[src/rtl/jpeg_pkg.sv]
// Definitions shared by the JPEG front-end stream blocks: mode codes,
// burst FSM state encoding and the default burst length (one 8x8 block).
package jpeg_pkg;

  localparam logic MODE_MANUAL = 1'b0;
  localparam logic MODE_RR     = 1'b1;

  localparam int BLOCK_SAMPLES = 64;

  typedef enum logic {
    ST_IDLE  = 1'b0,
    ST_BURST = 1'b1
  } state_t;

endpackage

[src/rtl/burst_counter.sv]
// Counts accepted samples within a burst. 'last' flags that the next
// accepted sample closes the burst; 'wrap' marks the accept that does so.
module burst_counter
  import jpeg_pkg::*;
#(
  parameter int BURST_LEN = BLOCK_SAMPLES
) (
  input  logic clk,
  input  logic rst_n,
  input  logic adv,
  output logic last,
  output logic wrap
);

  localparam int CNT_W = $clog2(BURST_LEN + 1);
  localparam logic [CNT_W-1:0] LAST_CNT = CNT_W'(BURST_LEN - 1);

  logic [CNT_W-1:0] count_reg;

  // Step on every accept; return to zero after the final sample of a burst.
  always_ff @(posedge clk or negedge rst_n) begin
    if (!rst_n) begin
      count_reg <= '0;
    end else if (adv) begin
      count_reg <= last ? '0 : count_reg + 1'b1;
    end
  end

  assign last = (count_reg == LAST_CNT);
  assign wrap = adv && last;

endmodule

[src/rtl/stream_mux_nch.sv]
// Registered N-channel stream multiplexer. Bursts of BURST_LEN samples are
// taken from one channel at a time, chosen either by 'sel' or by a strict
// round-robin pointer. The channel is locked for the whole burst.
module stream_mux_nch
  import jpeg_pkg::*;
#(
  parameter int DATA_W    = 8,
  parameter int N_CH      = 3,
  parameter int BURST_LEN = BLOCK_SAMPLES,
  localparam int SEL_W    = $clog2(N_CH)
) (
  input  logic                   clk,
  input  logic                   rst_n,
  input  logic                   mode,
  input  logic [SEL_W-1:0]       sel,
  input  logic [N_CH*DATA_W-1:0] in_data,
  input  logic [N_CH-1:0]        in_valid,
  output logic [N_CH-1:0]        in_ready,
  output logic [DATA_W-1:0]      out_data,
  output logic [SEL_W-1:0]       out_ch,
  output logic                   out_valid,
  input  logic                   out_ready,
  output logic                   out_last,
  output logic                   busy
);

  state_t              state_reg, state_next;
  logic                run_reg;
  logic [SEL_W-1:0]    lock_ch_reg;
  logic                lock_mode_reg;
  logic [SEL_W-1:0]    rr_ptr_reg;
  logic [DATA_W-1:0]   out_data_reg;
  logic [SEL_W-1:0]    out_ch_reg;
  logic                out_valid_reg;
  logic                out_last_reg;

  logic [SEL_W-1:0]    cur;
  logic                eff_mode;
  logic                cur_ok;
  logic                can_load;
  logic                accept;
  logic                last;
  logic                wrap;
  logic [DATA_W-1:0]   ch_data [N_CH];

  // Handshakes stay closed until the first clock after reset release, so
  // in_ready is low for the whole time rst_n is asserted.
  always_ff @(posedge clk or negedge rst_n) begin
    if (!rst_n) begin
      run_reg <= 1'b0;
    end else begin
      run_reg <= 1'b1;
    end
  end

  // Active channel: chosen live while idle, frozen (with its mode) in a burst.
  always_comb begin
    cur      = lock_ch_reg;
    eff_mode = lock_mode_reg;
    if (state_reg == ST_IDLE) begin
      cur      = (mode == MODE_MANUAL) ? sel : rr_ptr_reg;
      eff_mode = mode;
    end
  end

  assign cur_ok   = int'(cur) < N_CH;
  assign can_load = !out_valid_reg || out_ready;
  assign accept   = |(in_valid & in_ready);

  genvar gi;
  generate
    for (gi = 0; gi < N_CH; gi++) begin : g_ch
      assign ch_data[gi]  = in_data[gi*DATA_W +: DATA_W];
      assign in_ready[gi] = run_reg && can_load && cur_ok && (cur == SEL_W'(gi));
    end
  endgenerate

  burst_counter #(
    .BURST_LEN (BURST_LEN)
  ) u_burst_counter (
    .clk   (clk),
    .rst_n (rst_n),
    .adv   (accept),
    .last  (last),
    .wrap  (wrap)
  );

  // FSM state register.
  always_ff @(posedge clk or negedge rst_n) begin
    if (!rst_n) begin
      state_reg <= ST_IDLE;
    end else begin
      state_reg <= state_next;
    end
  end

  // FSM next state: a burst opens on its first accept unless it is also the
  // last one (single-sample bursts never leave IDLE).
  always_comb begin
    state_next = state_reg;
    case (state_reg)
      ST_IDLE:  if (accept && !last) state_next = ST_BURST;
      ST_BURST: if (wrap)            state_next = ST_IDLE;
      default:  state_next = ST_IDLE;
    endcase
  end

  // Capture channel and mode at the start of each burst.
  always_ff @(posedge clk or negedge rst_n) begin
    if (!rst_n) begin
      lock_ch_reg   <= '0;
      lock_mode_reg <= MODE_MANUAL;
    end else if (accept && (state_reg == ST_IDLE)) begin
      lock_ch_reg   <= cur;
      lock_mode_reg <= mode;
    end
  end

  // Round-robin pointer moves only when a round-robin burst completes.
  always_ff @(posedge clk or negedge rst_n) begin
    if (!rst_n) begin
      rr_ptr_reg <= '0;
    end else if (wrap && (eff_mode == MODE_RR)) begin
      rr_ptr_reg <= (rr_ptr_reg == SEL_W'(N_CH - 1)) ? '0 : rr_ptr_reg + 1'b1;
    end
  end

  // Output register: load on accept, otherwise drain on output handshake.
  always_ff @(posedge clk or negedge rst_n) begin
    if (!rst_n) begin
      out_data_reg  <= '0;
      out_ch_reg    <= '0;
      out_valid_reg <= 1'b0;
      out_last_reg  <= 1'b0;
    end else if (accept) begin
      out_data_reg  <= ch_data[cur];
      out_ch_reg    <= cur;
      out_valid_reg <= 1'b1;
      out_last_reg  <= last;
    end else if (out_valid_reg && out_ready) begin
      out_valid_reg <= 1'b0;
    end
  end

  assign out_data  = out_data_reg;
  assign out_ch    = out_ch_reg;
  assign out_valid = out_valid_reg;
  assign out_last  = out_last_reg;
  assign busy      = (state_reg == ST_BURST);

endmodule

[config.mk]
export PLATFORM = sky130hd
export DESIGN_NAME = stream_mux_nch
export DESIGN_NICKNAME = d
export VERILOG_FILES = /design/src/rtl/jpeg_pkg.sv /design/src/rtl/burst_counter.sv /design/src/rtl/stream_mux_nch.sv
export SDC_FILE = /design/constraint.sdc
export NUM_CORES = 1
export LEC_CHECK = 0
export CORE_MARGIN = 2
export CORE_UTILIZATION = 49
export DETAILED_ROUTE_END_ITERATION = 12
export MAX_ROUTING_LAYER = met4
export PLACE_DENSITY = 0.87
export SYNTH_ARGS = -nofsm -noshare
export SYNTH_HDL_FRONTEND = slang
export SYNTH_SLANG_ARGS = --single-unit
[constraint.sdc]
create_clock -name clk -period 4.3 [get_ports clk]
set_clock_uncertainty 0.05 [all_clocks]
set_input_delay 0.86 -clock clk [delete_from_list [all_inputs] [get_ports clk]]
set_output_delay 0.86 -clock clk [all_outputs]
set_load 0.05 [all_outputs]
# Yosys cells after proc, flatten, opt, wreduce, memory -nomap -nowiden
# Cells that the tools add are included.
# op_classes
n_addsub	2
magnitude_cmp	2
eq_ne	4
muxes	13
bitwise	3
n_reduce_logical	16
# op_table
op	count
8-bit binary-select mux with 2-bit select	1
8-bit 2-to-1 mux	2
1-bit logical AND	10
7-bit by 1-bit adder with 7-bit output, second input constant	1
7-bit by 6-bit equality test with 1-bit output, second input constant	1
7-bit 2-to-1 mux	1
2-bit 2-to-1 mux	3
1-bit 2-to-1 mux	5
2-bit equality test, second input constant	2
3-bit bitwise AND	1
3-bit >= comparator, second input constant	1
2-bit NOT with 3-bit output	1
3-bit OR reduction	1
2-bit by 1-bit adder with 2-bit output, second input constant	1
2-bit by 1-bit equality test with 1-bit output, second input constant	1
1-bit logical NOT	2
2-bit logical NOT	1
2-bit less-than comparator, second input constant	1
1-bit case mux with 2 select lines	1
2-bit nonzero test	1
1-bit logical OR	1
1-bit NOT	1
# word_totals
regBits	26

# Depth between registers and ports, before layout
# logic_depth
depth_word	10
depth_mapped	6

# Hierarchy
# From an unflattened synthesis, not the netlist that was laid out.
# hier_totals
hier_cells	123
hier_area_um2	1420.1
# by_module_without_submodules
mod	instances	cells_per_inst	area_each_um2	seq_area_each_um2
stream_mux_nch	1	89	1078.5	475.5
burst_counter	1	34	341.6	175.2

# Worst setup path before layout
# No wires, ideal clock.
# synth_path
path_kind	input-to-output
startpoint	input mode
endpoint	output in_ready[1]
arrival_time_ns	2.742
required_time_ns	3.390
path_slack_ns	0.648
stages	4
path_buffers	1
path_cell_list	mux2_4 mux2_4 buf_2 nor3_1
# synth_via
elab_chain_len	5
elab_cells_between_ends	6
cone_classes	order compare: 1; eq/ne: 1; mux: 2; reduce/logical: 2
# synth_rtl
item	line_no	rtl
from (decl)	stream_mux_nch.sv:14	input logic mode,
2-bit 2-to-1 mux *	stream_mux_nch.sv:61	cur = (mode == MODE_MANUAL) ? sel : rr_ptr_reg;
2-bit 2-to-1 mux *	stream_mux_nch.sv:60	if (state_reg == ST_IDLE) begin
2-bit less-than comparator	stream_mux_nch.sv:66	assign cur_ok = int'(cur) < N_CH;
1-bit logical AND	stream_mux_nch.sv:74	assign in_ready[gi] = run_reg && can_load && cur_ok && (cur == SEL_W'(gi));
1-bit logical AND *	stream_mux_nch.sv:74	
to (decl)	stream_mux_nch.sv:18	output logic [N_CH-1:0] in_ready,
# Every way passes the cells marked *; elsewhere a longest branch is shown, timed or not.

# Worst setup path after layout
# Same ends and word-level chain as after synthesis.

==> metrics.csv <==
metric,value,unit
outcome,"complete, but fails checks",
failing checks,DRC,
Worst Path Buf+Inv,2,
DP Wirelength,2620,um
design area,0.00204,mm^2
endpoint class of the critical path,primary output,
met3 Use GR,3.08,%
Slew @ Worst Pin,0.524,ns
Top Usage Layer GRT,met2,
CTS Root Buffer Type,clkbuf_4,
post-synth net total,155,
CTS H-tree lvls,1,
Logic pwr share,31.5,%
Hold Path Class,flop to flop,
Pint,0.481,mW
area grow syn2layout,37.9,%
GR Util met1,29.8,%
share of the synthesized area in the top cell type,44.1,%
"most used cell, CP",mux2_4,
share of cells above drive strength 1,19.8,%
Inst Count DP,199,
sw frac,31.1,%
post-CTS resize count,0,
Required @ worst endpoint,3.39,ns
Post-synth EDFFs,0,
# setup viols final,0,
DR vias,1186,
clock slew seen by the registers of the worst setup and hold paths,0.14,ns
synth cell count leaders,"dfrtp_1 (26), mux2i_1 (12), mux2_4 (10)",
ant diodes,0,
Power Dens Cells,343,mW/mm^2
ys async rst share,100,%
"area leader, netlist",dfrtp_1,
critical path class,input port to primary output,
Final Wtd Congestion,0.865,
largest net degree at the start of global routing,27,
Synth Register Bits,26,
Fin Hold WS,0.460,ns
drt first pass iters,8,
Mapped Cells,121,
cts bufs inserted,3,
Final Hold Viols,0,
Starting Density,52.6,%
"Slew Viols, Final",0,
highest clock rate,278,MHz
final wirelength,3460,um
share of power burned in registers,44.6,%
# rows,19,
# IOs,49,
post-layout min period,3.59,ns
WL/cell,17.0,um
Worst setup SP type,input port,
leakage,0.853,nW
total design power,0.699,mW
MaxCap Viol Count,0,
Sw Pwr,0.217,mW
setup repair bufs after CTS,0,
sequential share of the synthesized area,44.1,%
multi-input logic area,795,um^2
TritonCTS clock tree,built,
Syn Area/Cell,12.2,um^2
Die Height,58.9,um
"Clk Latency, worst-skew pair",0.32,ns
synth top area cells,"dfrtp_1 (44%), mux2_4 (10%), mux2i_1 (8.1%)",
RSZ-0062 raised after global routing,no,
Rel. slew slack,65.0,%
GRT Util Overall,23.2,%
Max stage delay on crit path,0.61,ns
cts hold-fix bufs,0,
layout net count,207,
Die Wd,58.9,um
Critical Path AT,2.68,ns
final core occ,72.6,%
main flop type after synthesis,dfrtp_1,
initial drt markers,52,
"slowest stage cell, crit path",clkdlybuf4s50_1,
Clock Sinks,26,
Post-Syn Area,0.00148,mm^2
"CP delay by family, top",buffers and inverters,
setup slack after layout,0.709,ns
Register Area,651,um^2
first-pass GRT wire length,5910,um
yosys warns,0,
Setup WS pre-CTS,0.744,ns
grt met2 use,37.0,%
Fin Setup TNS,0,ns
Finished Layout Cells,203,
CORE AREA,0.00281,mm^2
top-count cell post-synth,dfrtp_1,
crit-path cells,clkdlybuf4s50_1 -> mux2_4 -> mux2_4 -> nor3_1 -> buf_4,
antenna violations before repair,0,
clock power share,23.9,%
crit path max fanout,12,
number of global-route vias before repair,1235,
CTS max path bufs,2,
fin crit share,83.5,%
Via-to-Cell Ratio,5.84,
synth unique cells,40,
Die Area,0.00347,mm^2
Largest register FFs,8,
dpl cell area,0.00198,mm^2
gr ovfl total,0,
port bufs,48,
FILL cells,188,
worst vdd ir,0.290,mV
Routed Antenna Nets,0,
drt drc,6,
[cells by family after synthesis]
kind of cell | count (synthesis) | synth area share [%]
other | 1 | 0.254
AND/OR/NAND/NOR | 26 | 9.75
multiplexers | 31 | 25.2
adder cells (fa/ha/maj) | 1 | 0.847
flip-flops | 26 | 44.1
AO/OA/AOI/OAI | 28 | 16.6
XOR/XNOR | 2 | 1.19
buffers and inverters | 6 | 2.12
[routing by layer]
layer / vias up / part of all wire, %
met5: - / 0
met4: 0 / 1.6
li1: 561 / -
met1: 573 / 42
met3: 6 / 6.7
met2: 46 / 50
[cell type report]
class	instances	share of cell area (%)
Multi-Input combinational cell	89	39.0
Sequential cell	26	32.0
Timing Repair Buffer	50	24.0
Tap cell	31	1.91
Clock inverter	1	1.48
Clock buffer	3	1.11
Inverter	3	0.553
[power by group through the flow]
stage / sequential, mW / clock [mW] / combinational [mW]
floorplan: 0.363 / 0 / 0.0847
global placement: 0.313 / 0 / 0.215
detailed placement: 0.314 / 0 / 0.221
CTS: 0.311 / 0.173 / 0.222
global route: 0.316 / 0.181 / 0.236
finish: 0.312 / 0.167 / 0.220
[worst paths after layout]
path	endpoint	startpoint	cells after the start	slack [ns]
setup / recovery	in_ready[1]	mode	5	0.71
hold / removal	u_burst_counter.count_reg[2]	u_burst_counter.count_reg[2]	1	0.46
setup reg to reg	out_data[4]	flop	6	1.97
hold reg to reg	u_burst_counter.count_reg[2]	u_burst_counter.count_reg[2]	1	0.46
max in group asynchronous	out_data[6]	rst_n	2	3.13
min in group asynchronous	run_reg	rst_n	2	0.83
[worst register-to-register path: cells and delay by family, from the launching register on]
family	cells	cell delay, ns
mux	2	0.73
flops	1	0.57
buf+inv	2	0.35
simple gates	1	0.11
compound gates	1	0.41
[placed cells by master (no fill, tap or decap), types with 4 or more instances in the layout]
| master | netlist | layout |
|---|---|---|
| o2bb2ai_1 | 8 | 8 |
| buf_4 | 0 | 5 |
| nor2_1 | 4 | 4 |
| mux2_2 | 9 | 9 |
| dfrtp_1 | 26 | 26 |
| nand2_1 | 4 | 4 |
| mux2_4 | 10 | 10 |
| clkdlybuf4s50_1 | 0 | 45 |
| mux2i_1 | 12 | 12 |
| nor3_1 | 4 | 4 |
| o21ai_0 | 4 | 4 |
(Power assumes the default switching activity.)
